===== config.mk =====
export PLATFORM = sky130hd
export DESIGN_NAME = sha256_round_ctrl
export DESIGN_NICKNAME = d
export VERILOG_FILES = /design/src/rtl/sha256_pkg.sv /design/src/rtl/sha256_round_cnt.sv /design/src/rtl/sha256_round_ctrl.sv
export SDC_FILE = /design/constraint.sdc
export NUM_CORES = 1
export LEC_CHECK = 0
export ABC_AREA = 0
export CORE_MARGIN = 1
export CORE_UTILIZATION = 42
export DETAILED_ROUTE_END_ITERATION = 10
export PLACE_DENSITY = 0.77
export SYNTH_ARGS = -nofsm -noshare
export SYNTH_HDL_FRONTEND = slang
export SYNTH_SLANG_ARGS = --single-unit

===== constraint.sdc =====
create_clock -name clk -period 1.87 [get_ports clk]
set_input_delay 0.2805 -clock clk [delete_from_list [all_inputs] [get_ports clk]]
set_output_delay 0.2805 -clock clk [all_outputs]
set_load 0.05 [all_outputs]

===== src/rtl/sha256_pkg.sv =====
// Shared types and constants for the SHA-256 round sequencer.
package sha256_pkg;

    localparam int ROUNDS    = 64;
    localparam int MSG_WORDS = 16;

    typedef enum logic [2:0] {
        ST_IDLE,
        ST_PREF,
        ST_RND,
        ST_FIN,
        ST_DONE
    } state_t;

    localparam logic [1:0] CTRL_SCHED = 2'b00;
    localparam logic [1:0] CTRL_EXP   = 2'b01;
    localparam logic [1:0] CTRL_FIN   = 2'b10;
    localparam logic [1:0] CTRL_IDLE  = 2'b11;

    localparam logic [31:0] K15_STD = 32'hc19bf174;

endpackage


===== src/rtl/sha256_round_cnt.sv =====
// Round counter: synchronous clear, enable, saturates at LAST and flags it on tc.
module sha256_round_cnt #(
    parameter int W    = 6,
    parameter int LAST = 63
) (
    input  logic         clk,
    input  logic         rst,
    input  logic         clr,
    input  logic         en,
    output logic [W-1:0] cnt,
    output logic         tc
);

    assign tc = (cnt == W'(LAST));

    always_ff @(posedge clk) begin
        if (rst || clr) begin
            cnt <= '0;
        end else if (en && !tc) begin
            cnt <= cnt + 1'b1;
        end
    end

endmodule


===== src/rtl/sha256_round_ctrl.sv =====
// Sequences one SHA-256 compression per accepted block: K-ROM prefetch, rounds, digest add.
// Optional macro SHA256_OPT_K15_EN enables the first-block optimised K15 request (opt_en).
module sha256_round_ctrl #(
    parameter int ROUNDS    = 64,
    parameter int ADDR_W    = 6,
    parameter int MSG_WORDS = 16
) (
    input  logic              clk,
    input  logic              rst,
    input  logic              blk_valid,
    input  logic              blk_first,
    input  logic              blk_last,
    output logic              blk_ready,
    output logic              rom_rd,
    output logic [ADDR_W-1:0] rom_addr,
    output logic              iv_control,
    output logic [1:0]        control,
    output logic              opt_en,
    output logic              core_init,
    output logic              core_en,
    output logic              w_load,
    output logic              w_expand,
    output logic [ADDR_W-1:0] round,
    output logic              digest_add,
    output logic              digest_valid,
    output logic              busy
);
    import sha256_pkg::*;

    localparam logic [ADDR_W-1:0] LOAD_LAST = ADDR_W'(MSG_WORDS - 1);
    localparam logic [ADDR_W-1:0] OPT_ADDR  = ADDR_W'(15);

    state_t            state, state_nxt;
    logic              first_q, last_q;
    logic [ADDR_W-1:0] cnt;
    logic              cnt_tc;
    logic              in_rnd;

    assign in_rnd = (state == ST_RND);

    sha256_round_cnt #(
        .W    (ADDR_W),
        .LAST (ROUNDS - 1)
    ) u_cnt (
        .clk (clk),
        .rst (rst),
        .clr (!in_rnd),
        .en  (in_rnd),
        .cnt (cnt),
        .tc  (cnt_tc)
    );

    always_ff @(posedge clk) begin
        if (rst) begin
            state   <= ST_IDLE;
            first_q <= 1'b0;
            last_q  <= 1'b0;
        end else begin
            state <= state_nxt;
            if (state == ST_IDLE && blk_valid) begin
                first_q <= blk_first;
                last_q  <= blk_last;
            end
        end
    end

    always_comb begin
        state_nxt    = state;
        blk_ready    = 1'b0;
        rom_rd       = 1'b0;
        rom_addr     = '0;
        control      = CTRL_IDLE;
        core_init    = 1'b0;
        core_en      = 1'b0;
        w_load       = 1'b0;
        w_expand     = 1'b0;
        round        = '0;
        digest_add   = 1'b0;
        digest_valid = 1'b0;
        busy         = 1'b1;
        case (state)
            ST_IDLE: begin
                blk_ready = 1'b1;
                busy      = 1'b0;
                if (blk_valid) begin
                    state_nxt = ST_PREF;
                end
            end
            ST_PREF: begin
                rom_rd    = 1'b1;
                core_init = 1'b1;
                control   = CTRL_SCHED;
                state_nxt = ST_RND;
            end
            ST_RND: begin
                core_en  = 1'b1;
                round    = cnt;
                w_load   = (cnt <= LOAD_LAST);
                w_expand = (cnt > LOAD_LAST);
                control  = (cnt <= LOAD_LAST) ? CTRL_SCHED : CTRL_EXP;
                // Fetch one round ahead so K is waiting on the registered ROM output.
                if (!cnt_tc) begin
                    rom_rd   = 1'b1;
                    rom_addr = cnt + 1'b1;
                end else begin
                    state_nxt = ST_FIN;
                end
            end
            ST_FIN: begin
                digest_add = 1'b1;
                control    = CTRL_FIN;
                state_nxt  = last_q ? ST_DONE : ST_IDLE;
            end
            ST_DONE: begin
                digest_valid = 1'b1;
                state_nxt    = ST_IDLE;
            end
            default: begin
                state_nxt = ST_IDLE;
            end
        endcase
    end

    assign iv_control = first_q;

`ifdef SHA256_OPT_K15_EN
    assign opt_en = first_q && in_rnd && rom_rd && (rom_addr == OPT_ADDR);
`else
    assign opt_en = 1'b0;
`endif

endmodule


==> impl_metrics.env <==
export IMPL_r2r_start="u_cnt.cnt[1]$_SDFFE_PP0P_"
export IMPL_final_area_um2=1390
export IMPL_critPathRequiredTime_ns=1.59
export IMPL_clkPwrFrac_pct=24.3
export IMPL_reg2reg_slack_ns=0.44
export IMPL_placed_cell_area_um2=1300
export IMPL_cp_startpoint="u_cnt.cnt[1]$_SDFFE_PP0P_"
export IMPL_setup_violations=0
export IMPL_overflow=0
export IMPL_num_vias=802
export IMPL_ios=30
export IMPL_root_buffer="clkbuf_4"
export IMPL_finalClockSkew_ns=0.00818
export IMPL_drc=0
export IMPL_period_needed_ns=1.82
export IMPL_final_nets=134
export IMPL_synthCells=93
export IMPL_min_period_over_period_pct=97.4
export IMPL_path_max_fanout=8
export IMPL_cts_max_path_buffers=2
export IMPL_cts_hold_buffers=0
export IMPL_area_delta_synth_final_pct=78.3
export IMPL_ir_drop_mv=0.484
export IMPL_intPower_w=0.000449
export IMPL_hold_violations=0
export IMPL_cp_endpoint="rom_addr[1]"
export IMPL_drv_slew=0
export IMPL_syn_area_per_cell_um2=8.38
export IMPL_core_area_um2=1730
export IMPL_fmaxAchievable_mhz=549
export IMPL_grt_max_degree=11
export IMPL_combinationalPowerShare_pct=41.5
export IMPL_ys_types=36
export IMPL_cts_tree="built"
export IMPL_ys_seq_elements=11
export IMPL_hold_ws_ns=0.516
export IMPL_switching_share_pct=37.8
export IMPL_die_h_um=45.1
export IMPL_critPathMaxStageDelay_ns=0.37
export IMPL_crit_type="reg -> out"
export IMPL_dp_hpwl_mm=1.56
export IMPL_insertion_delay_ns=0.28
export IMPL_slowest_stage="dfxtp_4"
export IMPL_yosysWarnings=0
export IMPL_cts_buffers=3
export IMPL_dp_cells=145
export IMPL_layoutNonFillerInstCount=152
export IMPL_grt_usage_pct=22.3
export IMPL_gp_congestion=0.811
export IMPL_dr_first_iter_drc_count=17
export IMPL_grt_pass1_vias=747
export IMPL_p_switching_w=0.000274
export IMPL_clk_pin_slew_ns=0.09
export IMPL_grt_pass1_wl_mm=3.26
export IMPL_status="finished clean"
export IMPL_dr_pass1_iters=4
export IMPL_cp_start_kind="flop"
export IMPL_vias_per_cell=5.28
export IMPL_hold_class="reg -> reg"
export IMPL_reg2reg_depth=5
export IMPL_path_cells="ha_4, and3_1, nand2_1, and3_1, buf_12"
export IMPL_wl_per_cell_um=13.6
export IMPL_rows=15
export IMPL_synth_cell_area_um2=779
export IMPL_portBuffers=28
export IMPL_critPathMostFrequentCell="and3_1"
export IMPL_grt_antenna_before_repair=0
export IMPL_synth_nets=99
export IMPL_grt_setup_unrepaired="true"
export IMPL_arrival_ns=1.54
export IMPL_max_cap_viol_count=0
export IMPL_diodes=0
export IMPL_cts_sinks=11
export IMPL_dieWidth_um=45.1
export IMPL_fin_total_pwr_w=0.000723
export IMPL_seq_area_frac_synth_pct=28.3
export IMPL_powerDensity_nw_per_um2=520
export IMPL_htreeDepth=1
export IMPL_start_util_pct=45.1
export IMPL_r2r_end="u_cnt.cnt[0]$_SDFFE_PP0P_"
export IMPL_worstSetupEndpointType="output pin"
export IMPL_p_seq_share_pct=34.2
export IMPL_layout_drive_gt1_share_pct=45.7
export IMPL_drt_total_wl_mm=2.06
export IMPL_leakage_nw=0.564
export IMPL_die_area_um2=2030
export IMPL_detail_route_antenna_nets=0
-- how the worst min path moves through the flow --
stage / start / endpoint / slack (ns) / cells after the start
final: last_q$_SDFFE_PP0P_ / last_q$_SDFFE_PP0P_ / 0.52 / 2
after global routing: last_q$_SDFFE_PP0P_ / state[2]$_SDFFE_PP0P_ / 0.55 / 1
after CTS: last_q$_SDFFE_PP0P_ / last_q$_SDFFE_PP0P_ / 0.51 / 2
after detailed placement: last_q$_SDFFE_PP0P_ / last_q$_SDFFE_PP0P_ / 0.49 / 2
after global placement: last_q$_SDFFE_PP0P_ / last_q$_SDFFE_PP0P_ / 0.47 / 2
after floorplan: rst / state[0]$_SDFFE_PP0P_ / 0.35 / 1
-- worst max-delay path: cells and delay by family (launching register included) --
| family | cells | cell delay [ns] |
|---|---|---|
| simple gates | 3 | 0.56 |
| buf+inv | 1 | 0.15 |
| fa+ha+maj | 1 | 0.18 |
| flops | 1 | 0.37 |
-- registers in the layout, summed over array words and instances (netlist names) --
register	flops
u_cnt.cnt	6
iv_control	1
state	3
last_q	1
-- repair_timing --
action                     4_1_cts  5_1_grt
setup endpoints to repair        6        6
resized for setup                6       10
setup buffers                    0        3
pin swaps                        0        2
-- logic make-up (layout without fill, tap and decap cells) --
logic type      count (synthesis)  count (layout)  share of synthesized area [%]
compound gates                 16              16                           13.2
xor+xnor                        4               4                           4.50
fa+ha+maj                       1               1                           1.60
buf+inv                        11              45                           9.15
flops                          11              11                           28.3
mux                             2               2                           2.57
other cells                     1               1                          0.481
simple gates                   47              47                           40.3
-- synth_stat cells --
cell type / n / area [um2]
nor2_1: 11 / 41.3
nand3_1: 3 / 15.0
o211ai_1: 1 / 7.51
a21o_1: 1 / 7.51
nand2_1: 4 / 15.0
inv_2: 1 / 3.75
nor4b_4: 2 / 47.6
or3_1: 3 / 18.8
and3_2: 1 / 7.51
a31oi_1: 2 / 12.5
o211a_1: 1 / 10.0
and3b_1: 2 / 17.5
xnor2_1: 2 / 17.5
nor3b_1: 4 / 30.0
nor3_1: 1 / 5.00
buf_2: 3 / 15.0
buf_4: 5 / 37.5
and2_2: 1 / 7.51
nand3_4: 1 / 17.5
and2_1: 6 / 37.5
inv_1: 1 / 3.75
nand2b_1: 2 / 12.5
a2111oi_2: 1 / 15.0
or4b_1: 1 / 10.0
or2_2: 1 / 6.26
a21oi_1: 4 / 20.0
mux2i_1: 2 / 20.0
ha_1: 1 / 12.5
xor2_1: 2 / 17.5
o21ai_0: 3 / 15.0
dfxtp_1: 11 / 220
buf_6: 1 / 11.3
and3_1: 3 / 18.8
nand2_2: 1 / 6.26
o21ai_1: 3 / 15.0
conb_1: 1 / 3.75
-- area by class of cell --
cell class / count / area [um2]
Timing Repair Buffer: 39 / 576
Clock inverter: 1 / 5.00
Multi-Input combinational cell: 71 / 517
Fill cell: 117 / 337
Tap cell: 25 / 31.3
Clock buffer: 3 / 22.5
Inverter: 2 / 10.0
Sequential cell: 11 / 229
-- routing by layer --
layer  vias to the layer above  GRT usage [%]  part of all wire (%)
met2                        34           39.7                    54
met1                       374           25.6                    40
met4                         0           12.7                   2.0
met3                         4           2.40                   4.5
met5                         -              0                     0
li1                        390              -                     -
-- power groups by stage --
stage               registers [W]  logic, W  clock network (W)
finish                   0.000247  0.000300           0.000176
global route             0.000248  0.000313           0.000193
CTS                      0.000248  0.000297           0.000172
detailed placement       0.000252  0.000293                  0
global placement         0.000252  0.000290                  0
floorplan                0.000258  0.000163                  0
-- through the flow --
step	setup TNS (ns)	setup slack [ns]	util (%)
2_1_floorplan	-0.656	-0.184	-
3_3_place_gp	0	0.235	75.1
3_5_place_dp	0	0.197	75.1
4_1_cts	-0.00973	-0.00973	78.0
5_1_grt	-0.0692	-0.0445	80.5
6_report	0	0.0487	80.5
-- layout by cell type, fill, tap and decap left out, drive strengths merged, types with 3 or more instances in the layout --
| cell type | n |
|---|---|
| buf | 34 |
| nor2 | 11 |
| dfxtp | 11 |
| and2 | 7 |
| o21ai | 6 |
| clkdlybuf4s50 | 5 |
| nand2 | 5 |
| nand3 | 4 |
| and3 | 4 |
| a21oi | 4 |
| nor3b | 4 |
| or3 | 3 |
| clkbuf | 3 |
Power figures use the tool's default switching activity.
